<file path="config.mk">
export PLATFORM = sky130hd
export DESIGN_NAME = sme_job_loader_flat
export DESIGN_NICKNAME = d
export VERILOG_FILES = /design/src/rtl/sme_pkg.sv /design/src/rtl/sme_job_loader_if.sv /design/src/rtl/sme_byte_buf.sv /design/src/rtl/sme_job_loader.sv /design/src/flat_wrapper.sv
export SDC_FILE = /design/constraint.sdc
export NUM_CORES = 1
export LEC_CHECK = 0
export CAP_MARGIN = 20
export CORE_MARGIN = 5
export CORE_UTILIZATION = 61
export CTS_BUF_LIST = sky130_fd_sc_hd__clkbuf_8 sky130_fd_sc_hd__clkbuf_16
export DETAILED_ROUTE_END_ITERATION = 6
export PLACE_DENSITY_LB_ADDON = 0.1
export SLEW_MARGIN = 20
export SYNTH_ARGS = -nofsm -noshare
export SYNTH_HDL_FRONTEND = slang
export SYNTH_HIERARCHICAL = 1
export SYNTH_SLANG_ARGS = --single-unit
</file>
<file path="constraint.sdc">
create_clock -name clk -period 4.7 [get_ports clk]
set_input_delay 1.41 -clock clk [delete_from_list [all_inputs] [get_ports clk]]
set_output_delay 1.41 -clock clk [all_outputs]
set_load 0.005 [all_outputs]
</file>
<file path="src/rtl/sme_pkg.sv">
`default_nettype none
// +----------------------------------------------------------------------+
// | sme_pkg: shared sizes, loader state encoding and special characters   |
// | Rev 1.0                                                               |
// +----------------------------------------------------------------------+
package sme_pkg;

  localparam int STR_MAX = 32;
  localparam int PAT_MAX = 8;

  typedef enum logic [2:0] {
    ST_IDLE   = 3'd0,
    ST_LOAD   = 3'd1,
    ST_DRAIN  = 3'd2,
    ST_SEND_S = 3'd3,
    ST_SEND_P = 3'd4,
    ST_WAIT   = 3'd5,
    ST_RESULT = 3'd6
  } ldr_state_t;

  localparam logic [7:0] CH_DOT    = 8'h2E;
  localparam logic [7:0] CH_STAR   = 8'h2A;
  localparam logic [7:0] CH_CARET  = 8'h5E;
  localparam logic [7:0] CH_DOLLAR = 8'h24;
  localparam logic [7:0] CH_SPACE  = 8'h20;

endpackage
`default_nettype wire

</file>
<file path="src/rtl/sme_job_loader_if.sv">
`default_nettype none
// +----------------------------------------------------------------------+
// | sme_job_loader_if: host byte stream, engine strobes and result bus    |
// | Rev 1.0                                                               |
// +----------------------------------------------------------------------+
interface sme_job_loader_if;
  import sme_pkg::*;

  logic       in_valid;
  logic       in_ready;
  logic [7:0] in_data;
  logic       in_tag;
  logic       in_last;

  logic [7:0] chardata;
  logic       isstring;
  logic       ispattern;
  logic       sme_valid;
  logic       sme_match;
  logic [4:0] sme_index;

  logic       res_valid;
  logic       res_ready;
  logic       res_match;
  logic [4:0] res_index;
  logic       res_err;
  logic       res_timeout;

  modport slave (
    input  in_valid, in_data, in_tag, in_last,
    input  sme_valid, sme_match, sme_index, res_ready,
    output in_ready, chardata, isstring, ispattern,
    output res_valid, res_match, res_index, res_err, res_timeout
  );

  modport master (
    output in_valid, in_data, in_tag, in_last,
    output sme_valid, sme_match, sme_index, res_ready,
    input  in_ready, chardata, isstring, ispattern,
    input  res_valid, res_match, res_index, res_err, res_timeout
  );

endinterface
`default_nettype wire

</file>
<file path="src/rtl/sme_byte_buf.sv">
`default_nettype none
// +----------------------------------------------------------------------+
// | sme_byte_buf: byte buffer, synchronous write, combinational read      |
// | Rev 1.0                                                               |
// +----------------------------------------------------------------------+
module sme_byte_buf
  import sme_pkg::*;
#(
  parameter int DEPTH = 8,
  parameter int AW    = (DEPTH > 1) ? $clog2(DEPTH) : 1
) (
  input  wire          clk,
  input  wire          i_we,
  input  wire [AW-1:0] i_waddr,
  input  wire [7:0]    i_wdata,
  input  wire [AW-1:0] i_raddr,
  output logic [7:0]   o_rdata
);

  logic [7:0] r_mem [DEPTH];

  always_ff @(posedge clk) begin
    if (i_we) r_mem[i_waddr] <= i_wdata;
  end

  assign o_rdata = r_mem[i_raddr];

endmodule
`default_nettype wire

</file>
<file path="src/rtl/sme_job_loader.sv">
`default_nettype none
// +----------------------------------------------------------------------+
// | sme_job_loader: buffers one string/pattern job, replays it to the     |
// | engine, returns the result. Option macro: SME_LOADER_TIMEOUT_EN       |
// | Rev 1.0                                                               |
// +----------------------------------------------------------------------+
module sme_job_loader
  import sme_pkg::*;
#(
  parameter int STR_MAX = sme_pkg::STR_MAX,
  parameter int PAT_MAX = sme_pkg::PAT_MAX
`ifdef SME_LOADER_TIMEOUT_EN
  ,
  parameter int TIMEOUT_CYC = 255
`endif
) (
  input wire              clk,
  input wire              reset,
  sme_job_loader_if.slave bus
);

  localparam int SW  = $clog2(STR_MAX + 1);
  localparam int PW  = $clog2(PAT_MAX + 1);
  localparam int SIW = $clog2(STR_MAX);
  localparam int PIW = $clog2(PAT_MAX);

  ldr_state_t     r_state, w_state_nxt;
  logic [SW-1:0]  r_ns, w_ns_nxt;
  logic [PW-1:0]  r_np, w_np_nxt;
  logic [SIW-1:0] r_sidx, w_sidx_nxt;
  logic [PIW-1:0] r_pidx, w_pidx_nxt;

  logic       w_accept, w_bad_byte, w_str_we, w_pat_we, w_char_bypass;
  logic       w_enter_result;
  logic [7:0] w_str_rd, w_pat_rd, w_char_nxt;

  logic       r_in_ready, r_isstring, r_ispattern;
  logic [7:0] r_chardata;
  logic       r_res_valid, r_res_match, r_res_err;
  logic [4:0] r_res_index;

`ifdef SME_LOADER_TIMEOUT_EN
  logic [7:0] r_wd;
  logic       r_res_timeout;
  logic       w_wd_expired;
  assign w_wd_expired = (r_wd == 8'(TIMEOUT_CYC - 1));
`endif

  sme_byte_buf #(.DEPTH(STR_MAX), .AW(SIW)) u_str_buf (
    .clk     (clk),
    .i_we    (w_str_we),
    .i_waddr (r_ns[SIW-1:0]),
    .i_wdata (bus.in_data),
    .i_raddr (w_sidx_nxt),
    .o_rdata (w_str_rd)
  );

  sme_byte_buf #(.DEPTH(PAT_MAX), .AW(PIW)) u_pat_buf (
    .clk     (clk),
    .i_we    (w_pat_we),
    .i_waddr (r_np[PIW-1:0]),
    .i_wdata (bus.in_data),
    .i_raddr (w_pidx_nxt),
    .o_rdata (w_pat_rd)
  );

  assign w_accept = bus.in_valid && r_in_ready;

  // Order violation only needs r_np: a rejected tag-1 byte already errors the job.
  assign w_bad_byte = bus.in_tag ? (r_np == PW'(PAT_MAX))
                                 : ((r_np != '0) || (r_ns == SW'(STR_MAX)));

  always_comb begin
    w_state_nxt   = r_state;
    w_ns_nxt      = r_ns;
    w_np_nxt      = r_np;
    w_sidx_nxt    = r_sidx;
    w_pidx_nxt    = r_pidx;
    w_str_we      = 1'b0;
    w_pat_we      = 1'b0;
    w_char_bypass = 1'b0;
    case (r_state)
      ST_IDLE, ST_LOAD: begin
        if (w_accept) begin
          if (!w_bad_byte) begin
            if (bus.in_tag) begin
              w_pat_we = 1'b1;
              w_np_nxt = r_np + PW'(1);
            end else begin
              w_str_we = 1'b1;
              w_ns_nxt = r_ns + SW'(1);
            end
          end
          if (bus.in_last) begin
            // A tag-0 last byte is always bad: either no pattern or out of order.
            if (w_bad_byte || !bus.in_tag) begin
              w_state_nxt = ST_RESULT;
            end else if (r_ns != '0) begin
              w_state_nxt = ST_SEND_S;
              w_sidx_nxt  = '0;
            end else begin
              w_state_nxt   = ST_SEND_P;
              w_pidx_nxt    = '0;
              w_char_bypass = (r_np == '0);
            end
          end else if (w_bad_byte) begin
            w_state_nxt = ST_DRAIN;
          end else begin
            w_state_nxt = ST_LOAD;
          end
        end
      end
      ST_DRAIN: begin
        if (w_accept && bus.in_last) w_state_nxt = ST_RESULT;
      end
      ST_SEND_S: begin
        if (SW'(r_sidx) == r_ns - SW'(1)) begin
          w_state_nxt = ST_SEND_P;
          w_pidx_nxt  = '0;
        end else begin
          w_sidx_nxt = r_sidx + SIW'(1);
        end
      end
      ST_SEND_P: begin
        if (PW'(r_pidx) == r_np - PW'(1)) w_state_nxt = ST_WAIT;
        else                               w_pidx_nxt  = r_pidx + PIW'(1);
      end
      ST_WAIT: begin
        if (bus.sme_valid) w_state_nxt = ST_RESULT;
`ifdef SME_LOADER_TIMEOUT_EN
        else if (w_wd_expired) w_state_nxt = ST_RESULT;
`endif
      end
      ST_RESULT: begin
        if (bus.res_ready) begin
          w_state_nxt = ST_IDLE;
          w_ns_nxt    = '0;
          w_np_nxt    = '0;
        end
      end
      default: w_state_nxt = ST_IDLE;
    endcase
  end

  // The only pattern byte not yet in the buffer is a single-byte job's first byte.
  assign w_char_nxt = (w_state_nxt == ST_SEND_S) ? w_str_rd :
                      (w_state_nxt == ST_SEND_P) ? (w_char_bypass ? bus.in_data : w_pat_rd) :
                      8'h00;

  assign w_enter_result = (w_state_nxt == ST_RESULT) && (r_state != ST_RESULT);

  always_ff @(posedge clk or posedge reset) begin
    if (reset) begin
      r_state <= ST_IDLE;
      r_ns    <= '0;
      r_np    <= '0;
      r_sidx  <= '0;
      r_pidx  <= '0;
    end else begin
      r_state <= w_state_nxt;
      r_ns    <= w_ns_nxt;
      r_np    <= w_np_nxt;
      r_sidx  <= w_sidx_nxt;
      r_pidx  <= w_pidx_nxt;
    end
  end

  always_ff @(posedge clk or posedge reset) begin
    if (reset) begin
      r_in_ready  <= 1'b0;
      r_chardata  <= 8'h00;
      r_isstring  <= 1'b0;
      r_ispattern <= 1'b0;
      r_res_valid <= 1'b0;
      r_res_match <= 1'b0;
      r_res_index <= 5'd0;
      r_res_err   <= 1'b0;
    end else begin
      r_in_ready  <= (w_state_nxt == ST_IDLE) || (w_state_nxt == ST_LOAD) ||
                     (w_state_nxt == ST_DRAIN);
      r_chardata  <= w_char_nxt;
      r_isstring  <= (w_state_nxt == ST_SEND_S);
      r_ispattern <= (w_state_nxt == ST_SEND_P);
      if (w_enter_result) begin
        r_res_valid <= 1'b1;
        r_res_err   <= (r_state != ST_WAIT);
        r_res_match <= (r_state == ST_WAIT) && bus.sme_valid && bus.sme_match;
        r_res_index <= ((r_state == ST_WAIT) && bus.sme_valid) ? bus.sme_index : 5'd0;
      end else if ((r_state == ST_RESULT) && bus.res_ready) begin
        r_res_valid <= 1'b0;
        r_res_err   <= 1'b0;
        r_res_match <= 1'b0;
        r_res_index <= 5'd0;
      end
    end
  end

`ifdef SME_LOADER_TIMEOUT_EN
  always_ff @(posedge clk or posedge reset) begin
    if (reset) begin
      r_wd          <= 8'd0;
      r_res_timeout <= 1'b0;
    end else begin
      r_wd <= ((r_state == ST_WAIT) && (w_state_nxt == ST_WAIT)) ? r_wd + 8'd1 : 8'd0;
      if (w_enter_result)
        r_res_timeout <= (r_state == ST_WAIT) && !bus.sme_valid;
      else if ((r_state == ST_RESULT) && bus.res_ready)
        r_res_timeout <= 1'b0;
    end
  end
  assign bus.res_timeout = r_res_timeout;
`else
  assign bus.res_timeout = 1'b0;
`endif

  assign bus.in_ready  = r_in_ready;
  assign bus.chardata  = r_chardata;
  assign bus.isstring  = r_isstring;
  assign bus.ispattern = r_ispattern;
  assign bus.res_valid = r_res_valid;
  assign bus.res_match = r_res_match;
  assign bus.res_index = r_res_index;
  assign bus.res_err   = r_res_err;

endmodule
`default_nettype wire

</file>
<file path="src/flat_wrapper.sv">
// flat-port wrapper written by rule: the top's interface ports become plain ports
module sme_job_loader_flat import sme_pkg::*;
#(
  parameter int STR_MAX = sme_pkg::STR_MAX,
  parameter int PAT_MAX = sme_pkg::PAT_MAX

)
  (clk, reset, bus_in_valid, bus_in_data, bus_in_tag, bus_in_last, bus_sme_valid, bus_sme_match, bus_sme_index, bus_res_ready, bus_in_ready, bus_chardata, bus_isstring, bus_ispattern, bus_res_valid, bus_res_match, bus_res_index, bus_res_err, bus_res_timeout);
  sme_job_loader_if bus_i ();
  input wire clk;
  input wire reset;
  input wire logic [$bits(bus_i.in_valid)-1:0] bus_in_valid;
  input wire logic [$bits(bus_i.in_data)-1:0] bus_in_data;
  input wire logic [$bits(bus_i.in_tag)-1:0] bus_in_tag;
  input wire logic [$bits(bus_i.in_last)-1:0] bus_in_last;
  input wire logic [$bits(bus_i.sme_valid)-1:0] bus_sme_valid;
  input wire logic [$bits(bus_i.sme_match)-1:0] bus_sme_match;
  input wire logic [$bits(bus_i.sme_index)-1:0] bus_sme_index;
  input wire logic [$bits(bus_i.res_ready)-1:0] bus_res_ready;
  output wire logic [$bits(bus_i.in_ready)-1:0] bus_in_ready;
  output wire logic [$bits(bus_i.chardata)-1:0] bus_chardata;
  output wire logic [$bits(bus_i.isstring)-1:0] bus_isstring;
  output wire logic [$bits(bus_i.ispattern)-1:0] bus_ispattern;
  output wire logic [$bits(bus_i.res_valid)-1:0] bus_res_valid;
  output wire logic [$bits(bus_i.res_match)-1:0] bus_res_match;
  output wire logic [$bits(bus_i.res_index)-1:0] bus_res_index;
  output wire logic [$bits(bus_i.res_err)-1:0] bus_res_err;
  output wire logic [$bits(bus_i.res_timeout)-1:0] bus_res_timeout;
  assign bus_i.in_valid = bus_in_valid;
  assign bus_i.in_data = bus_in_data;
  assign bus_i.in_tag = bus_in_tag;
  assign bus_i.in_last = bus_in_last;
  assign bus_i.sme_valid = bus_sme_valid;
  assign bus_i.sme_match = bus_sme_match;
  assign bus_i.sme_index = bus_sme_index;
  assign bus_i.res_ready = bus_res_ready;
  assign bus_in_ready = bus_i.in_ready;
  assign bus_chardata = bus_i.chardata;
  assign bus_isstring = bus_i.isstring;
  assign bus_ispattern = bus_i.ispattern;
  assign bus_res_valid = bus_i.res_valid;
  assign bus_res_match = bus_i.res_match;
  assign bus_res_index = bus_i.res_index;
  assign bus_res_err = bus_i.res_err;
  assign bus_res_timeout = bus_i.res_timeout;
  sme_job_loader #(.STR_MAX(STR_MAX), .PAT_MAX(PAT_MAX)) u_core (.clk(clk), .reset(reset), .bus(bus_i));
endmodule
</file>
==> results.toml, run 1 <==
[job]
max-cap-violations = 0

[sta]
min_period_ps = 4360
holdWs_ps = 496
min_period_over_period_pct = 92.8
max_freq_mhz = 229
finalSetupViolations = 0
rsz0062_at_grt = "false"
skew_ps = 22.8
tightest_slew_ps = 854
max_slew_margin_pct = 42.9
slew_viol_final = 0
tns_ps = 0
finalHoldViolCount = 0

[critical_path]
cpMaxStageDelayCell = "mux4_1"
crit_fanout = 17
crit_path_frequent_cell = "mux2_2"
worstSetupEndpointType = "flop"
crit_family = "multiplexers"
max_stage_delay_ps = 610
cp_data_arrival_time_ps = 4730
cp-start-kind = "input port"
worstPathRequired_ps = 5070
crit_chain = "clkdlybuf4s50_1 -> nand2_1 -> buf_4 -> nor3_1 -> nand3_1 -> o221a_2 -> nand4_2 -> mux2_2 -> buf_12 -> mux4_1 -> mux2_2 -> mux2i_1 -> o2bb2ai_1"
crit_type = "in2reg"
critPathBufInv = 3

[power_and_ir_drop]
peakVddDrop_mv = 0.350
intPower_uw = 6900
powerDensity_nw_per_um2 = 577
seq_power_share_pct = 38.8
power_frac_clock_pct = 27.1
netSwitchingPower_uw = 2970
netSwitchingFraction_pct = 30.1
p_comb_share_pct = 34.1
leakagePower_uw = 0.00576

[cts]
post_cts_resized = 0
clock_sinks = 360
cts.htree.levels = 2
cts_tree = "done"
clkSlewWorstSetupHoldPaths_ps = 60
clock_latency_ps = 530
cts_hold_buf = 0
cts-root-buf = "clkbuf_16"
cts_setup_buffers = 0
cts_buffers = 36
clock_path_buffers = 3

[global_route]
grt_pass1_wl_mm = 49.8
busiest_layer = "met2"
grt_usage_pct = 25.4
gr-total-overflow = 0
met1_usage_pct = 36.5
antenna_found_initial = 0
grt_pass1_vias = 7910
gr-usage-met3_pct = 5.86
grt_max_degree = 43
met2_usage_pct = 40.5

[logic_synthesis]
seq_area_frac_synth_pct = 72.0
synth_edf_count = 320
synth_nets = 768
synth.most_common_cell = "edfxtp_1"
ys_top_cells_by_area = "edfxtp_1, mux4_2, dfrtp_1"
synth_common_cells = "edfxtp_1, mux4_2, nor2_1"
synthesis.area_um2 = 14700
synthCells = 740
ys_types = 60
ys_ff_latch = 360
syn_area_per_cell_um2 = 19.9
yosys.area.top_type_share_pct = 65.2
yosysTopAreaCell = "edfxtp_1"
yosys_warnings = 6
synth_ff_type = "edfxtp_1"
synthArstFlopShare_pct = 11.1

[final_layout]
syn2layout_area_growth_pct = 16.0
nNetsFinal = 888
drive_gt1_share_pct = 27.7
diodes = 0
fillCellCount = 1408

[routing]
drtIter0Drc = 806
drt-total-wl_mm = 33.1
wire_per_inst_um = 27.5
num_vias = 7690
dr.pass1.iters = 7
vias_per_cell = 6.39
drc = 0
antenna_left = 0

[floorplan]
io_pins = 41
coreArea_um2 = 23600
die_area_um2 = 27400
initial_core_util_pct = 62.4
rows = 56
fp.dieW_um = 165
die_h_um = 165

[hold_path]
hp-class = "reg2reg"

[placement]
gp_congestion = 0.890
port-buffer-count = 39
hpwl_mm = 21.1

[status]
run_status = "complete, no violations"
## metal layers
metal / up-vias / routed length, µm
met1: 4001 / 13200
met3: 52 / 2880
met2: 361 / 16300
met4: 0 / 721
met5: - / 0
li1: 3276 / -
## layout make-up
type                            instances  area, µm²  area share, %
Multi-Input combinational cell        330       3860           22.6
Timing Repair Buffer                  119       1060           6.21
Clock inverter                         27        206           1.21
Sequential cell                       360      10600           62.1
Clock buffer                           36        901           5.27
Inverter                               13       48.8          0.286
Tap cell                              319        399           2.34
## final timing paths
check | startpoint | end | slack [ps] | cells past startpoint
hold / removal | u_core/bus.res_index[3] | u_core/bus.res_index[3] | 500 | 1
max in group asynchronous | reset | u_core/r_pidx[1] | 2610 | 3
min in group asynchronous | reset | u_core/bus.res_index[2] | 1280 | 2
setup reg to reg | u_core/r_ns[0] | u_core/bus.chardata[2] | 560 | 13
setup / recovery | bus_in_valid | u_core/bus.chardata[6] | 340 | 13
hold reg to reg | u_core/bus.res_index[3] | u_core/bus.res_index[3] | 500 | 1
## metrics by stage
stage                     instances  total power [µW]  utilization (%)  instance area, µm²  setup WS (ps)
after floorplan                 740              6180                -               14700            456
after global placement         1141              7160             67.7               16000           -122
after detailed placement       1141              7240             67.7               16000           -153
after CTS                      1204              9910             72.4               17100            354
after global routing           1204             10300             72.4               17100            239
final                          1204              9870             72.4               17100            339
## power by group through the flow
stage / registers [µW] / clock network (µW) / logic, µW
2_1_floorplan: 3820 / 0 / 2360
3_3_place_gp: 3880 / 0 / 3280
3_5_place_dp: 3890 / 0 / 3350
4_1_cts: 3830 / 2710 / 3370
5_1_grt: 3850 / 2870 / 3590
6_report: 3830 / 2670 / 3370
## cells by family after synthesis
kind of cell	Yosys count	synth area share (%)
AND/OR/NAND/NOR	133	4.80
buffers and inverters	50	2.02
AO/OA/AOI/OAI	51	2.67
XOR/XNOR	17	1.01
multiplexers	121	16.9
other	1	0.0254
flip-flops	360	72.0
adder cells (fa/ha/maj)	7	0.594
## registers in the layout, indices dropped and copies added, names as in the netlist, 3 cells and up
| register | flops |
|---|---|
| u_core/r_sidx | 5 |
| u_core/u_str_buf/r_mem | 256 |
| u_core/u_pat_buf/r_mem | 64 |
| u_core/bus.res_index | 5 |
| u_core/r_state | 3 |
| u_core/r_np | 4 |
| u_core/r_pidx | 3 |
| u_core/bus.chardata | 8 |
| u_core/r_ns | 6 |
## worst reg2reg max path: cells and delay by family (launching register included)
kind | cells | cell delay, ps
DFF | 1 | 530
xor gates and xnor gates | 1 | 190
AOI/OAI and AO/OA | 5 | 950
buffers and inverters | 3 | 660
adders and majority gates | 1 | 280
muxes | 3 | 1420
## placed cells by master (no fill, tap or decap), types with 3 or more instances in the layout
cell | netlist | final
dfrtp_1 | 40 | 40
nand3b_1 | 6 | 6
xor2_1 | 9 | 9
nor3_1 | 8 | 8
nand2_1 | 21 | 21
clkdlybuf4s50_1 | 0 | 38
mux2i_1 | 8 | 8
nand2b_1 | 7 | 7
a22o_1 | 7 | 7
buf_4 | 8 | 74
clkinv_2 | 0 | 3
edfxtp_1 | 320 | 320
mux4_1 | 15 | 15
nand3_1 | 10 | 10
mux2_2 | 17 | 17
o21ai_0 | 9 | 7
or3b_2 | 4 | 4
clkbuf_16 | 0 | 36
or3_1 | 3 | 3
inv_6 | 0 | 3
and3_1 | 3 | 3
inv_1 | 13 | 25
buf_12 | 1 | 6
clkinv_1 | 0 | 4
ha_1 | 7 | 7
mux4_2 | 81 | 81
a21oi_1 | 3 | 3
nand4_1 | 6 | 6
nor2_1 | 52 | 52
xnor2_1 | 8 | 8
o2bb2ai_1 | 8 | 8
o211ai_1 | 6 | 6
No activity file was read; power rests on OpenSTA's default activity.
==> inputs of run 2 (changes only) <==
--- a/config.mk
+++ b/config.mk
@@ -14,5 +14,4 @@
 export SLEW_MARGIN = 20
 export SYNTH_ARGS = -nofsm -noshare
 export SYNTH_HDL_FRONTEND = slang
-export SYNTH_HIERARCHICAL = 1
 export SYNTH_SLANG_ARGS = --single-unit
==> results.toml, run 2 <==
[status]
run_status = "complete, no violations"

[floorplan]
rows = 57
fp.dieW_um = 168
io_pins = 41
die_h_um = 168
initial_core_util_pct = 62.1
die_area_um2 = 28100
coreArea_um2 = 24400

[logic_synthesis]
synthArstFlopShare_pct = 11.1
synth_edf_count = 320
yosys.area.top_type_share_pct = 63.4
synth.most_common_cell = "edfxtp_1"
seq_area_frac_synth_pct = 70.0
syn_area_per_cell_um2 = 13.8
synth_nets = 1128
synth_ff_type = "edfxtp_1"
yosysTopAreaCell = "edfxtp_1"
ys_ff_latch = 360
synth_common_cells = "edfxtp_1, nand2_1, nor2_1"
synthesis.area_um2 = 15200
yosys_warnings = 0
synthCells = 1099
ys_top_cells_by_area = "edfxtp_1, dfrtp_1, nand2_1"
ys_types = 74

[global_route]
busiest_layer = "met2"
antenna_found_initial = 0
gr-usage-met3_pct = 5.99
gr-total-overflow = 0
grt_max_degree = 81
met1_usage_pct = 38.8
grt_pass1_vias = 9427
met2_usage_pct = 42.5
grt_usage_pct = 26.7
grt_pass1_wl_mm = 57.4

[routing]
drt-total-wl_mm = 37.7
antenna_left = 0
wire_per_inst_um = 23.8
drc = 0
vias_per_cell = 6.30
drtIter0Drc = 1268
dr.pass1.iters = 5
num_vias = 9940

[cts]
cts_setup_buffers = 0
clkSlewWorstSetupHoldPaths_ps = 60
clock_latency_ps = 520
cts_tree = "done"
post_cts_resized = 0
cts-root-buf = "clkbuf_16"
cts.htree.levels = 2
clock_path_buffers = 3
cts_hold_buf = 0
clock_sinks = 360
cts_buffers = 37

[sta]
skew_ps = 13.6
min_period_ps = 4420
tightest_slew_ps = 916
finalSetupViolations = 0
max_freq_mhz = 226
slew_viol_final = 0
min_period_over_period_pct = 94.0
finalHoldViolCount = 0
rsz0062_at_grt = "false"
tns_ps = 0
max_slew_margin_pct = 38.9

[final_layout]
fin_util_pct = 72.5
mostFrequentLayoutCells = "edfxtp_1, nand2_1, buf_4"
nNetsFinal = 1255
drive_gt1_share_pct = 15.5
syn2layout_area_growth_pct = 16.6
largest_register_ff_count = 256
diodes = 0
regMostFlops = "u_core.u_str_buf.r_mem"
layout_commonest_cell = "edfxtp_1"

[placement]
hpwl_mm = 25.3
gp_congestion = 0.903
port-buffer-count = 39

[critical_path]
crit_chain = "clkdlybuf4s50_1 -> nor4bb_1 -> a31oi_1 -> a31o_4 -> a21oi_4 -> inv_4 -> buf_12 -> buf_4 -> nand2_1 -> a22oi_1 -> o32ai_1 -> a2111oi_1 -> a221o_1"
cp_data_arrival_time_ps = 4820
worstSetupEndpointType = "flop"
reg2reg_depth = 15
crit_fanout = 30
max_stage_delay_ps = 510
cpMaxStageDelayCell = "clkdlybuf4s50_1"
cp-start-kind = "input port"
crit_type = "in2reg"
worstPathRequired_ps = 5100

[power_and_ir_drop]
intPower_uw = 6680
power_frac_clock_pct = 27.7
p_comb_share_pct = 34.6
peakVddDrop_mv = 0.405
netSwitchingFraction_pct = 34.2
powerDensity_nw_per_um2 = 574
seq_power_share_pct = 37.7
netSwitchingPower_uw = 3470
leakagePower_uw = 0.00622

[hold_path]
hp-class = "reg2reg"
whs_path_depth = 1

[job]
max-cap-violations = 0
run 2: path summary, 6_finish.rpt:
check	from	to	slack, ps
worst max register to register	u_core.r_ns[0]	u_core.bus.chardata[3]	370
max in group asynchronous	reset	u_core.bus.chardata[2]	2710
worst max-delay path	bus_in_valid	u_core.bus.chardata[3]	280
min in group asynchronous	reset	u_core.bus.res_index[1]	1410
worst min-delay path	u_core.bus.res_index[2]	u_core.bus.res_index[2]	500
worst min register to register	u_core.bus.res_index[2]	u_core.bus.res_index[2]	500
run 2: critical path: cells and delay by family:
kind	cells	cell delay, ps
compound gates	7	1820
buf+inv	4	1130
simple gates	2	440
run 2: power groups by stage:
stage | logic [µW] | clock network, µW | registers [µW]
2_1_floorplan | 2220 | 0 | 3810
3_3_place_gp | 3400 | 0 | 3880
3_5_place_dp | 3440 | 0 | 3890
4_1_cts | 3470 | 2840 | 3820
5_1_grt | 3770 | 2990 | 3850
6_report | 3510 | 2810 | 3830
run 2: final cells by class:
class | count | area, µm²
clock inverter | 28 | 186
timing repair buffer | 146 | 1260
fill | 1626 | 6710
multi-input combinational | 661 | 4150
sequential | 360 | 10600
tap | 324 | 405
inverter | 20 | 77.6
clock buffer | 40 | 990
run 2: metrics by stage:
step	hold slack (ps)	area (µm²)	std cells	setup WS, ps	total power [µW]
after detailed placement	486	16500	1511	-140	7330
final	500	17700	1579	283	10200
after floorplan	490	15200	1099	897	6030
after global placement	479	16500	1511	-69.4	7280
after CTS	508	17700	1579	407	10100
after global routing	526	17700	1579	132	10600
run 2: layer usage:
| layer | up-vias | share of wire [%] |
|---|---|---|
| li1 | 4458 | - |
| met1 | 4958 | 41 |
| met4 | 0 | 1.8 |
| met5 | - | 0 |
| met3 | 59 | 9.0 |
| met2 | 465 | 48 |
run 2: cells by family (layout without fill, tap and decap cells):
group | Yosys count | in the layout | synth area share (%)
AO/OA/AOI/OAI | 232 | 232 | 10.7
XOR/XNOR | 12 | 12 | 0.693
adder cells (fa/ha/maj) | 8 | 8 | 0.660
buffers and inverters | 78 | 234 | 2.64
flip-flops | 360 | 360 | 70.0
multiplexers | 64 | 64 | 5.11
other | 1 | 1 | 0.0247
AND/OR/NAND/NOR | 344 | 344 | 10.1
==> inputs of run 3 (changes only) <==
--- a/config.mk
+++ b/config.mk
@@ -10,6 +10,7 @@
 export CORE_UTILIZATION = 61
 export CTS_BUF_LIST = sky130_fd_sc_hd__clkbuf_8 sky130_fd_sc_hd__clkbuf_16
 export DETAILED_ROUTE_END_ITERATION = 6
+export HOLD_SLACK_MARGIN = 0.08
 export PLACE_DENSITY_LB_ADDON = 0.1
 export SLEW_MARGIN = 20
 export SYNTH_ARGS = -nofsm -noshare
==> results of run 3 <==
The final DEF is identical to that of run 2; final timing and power are the same.
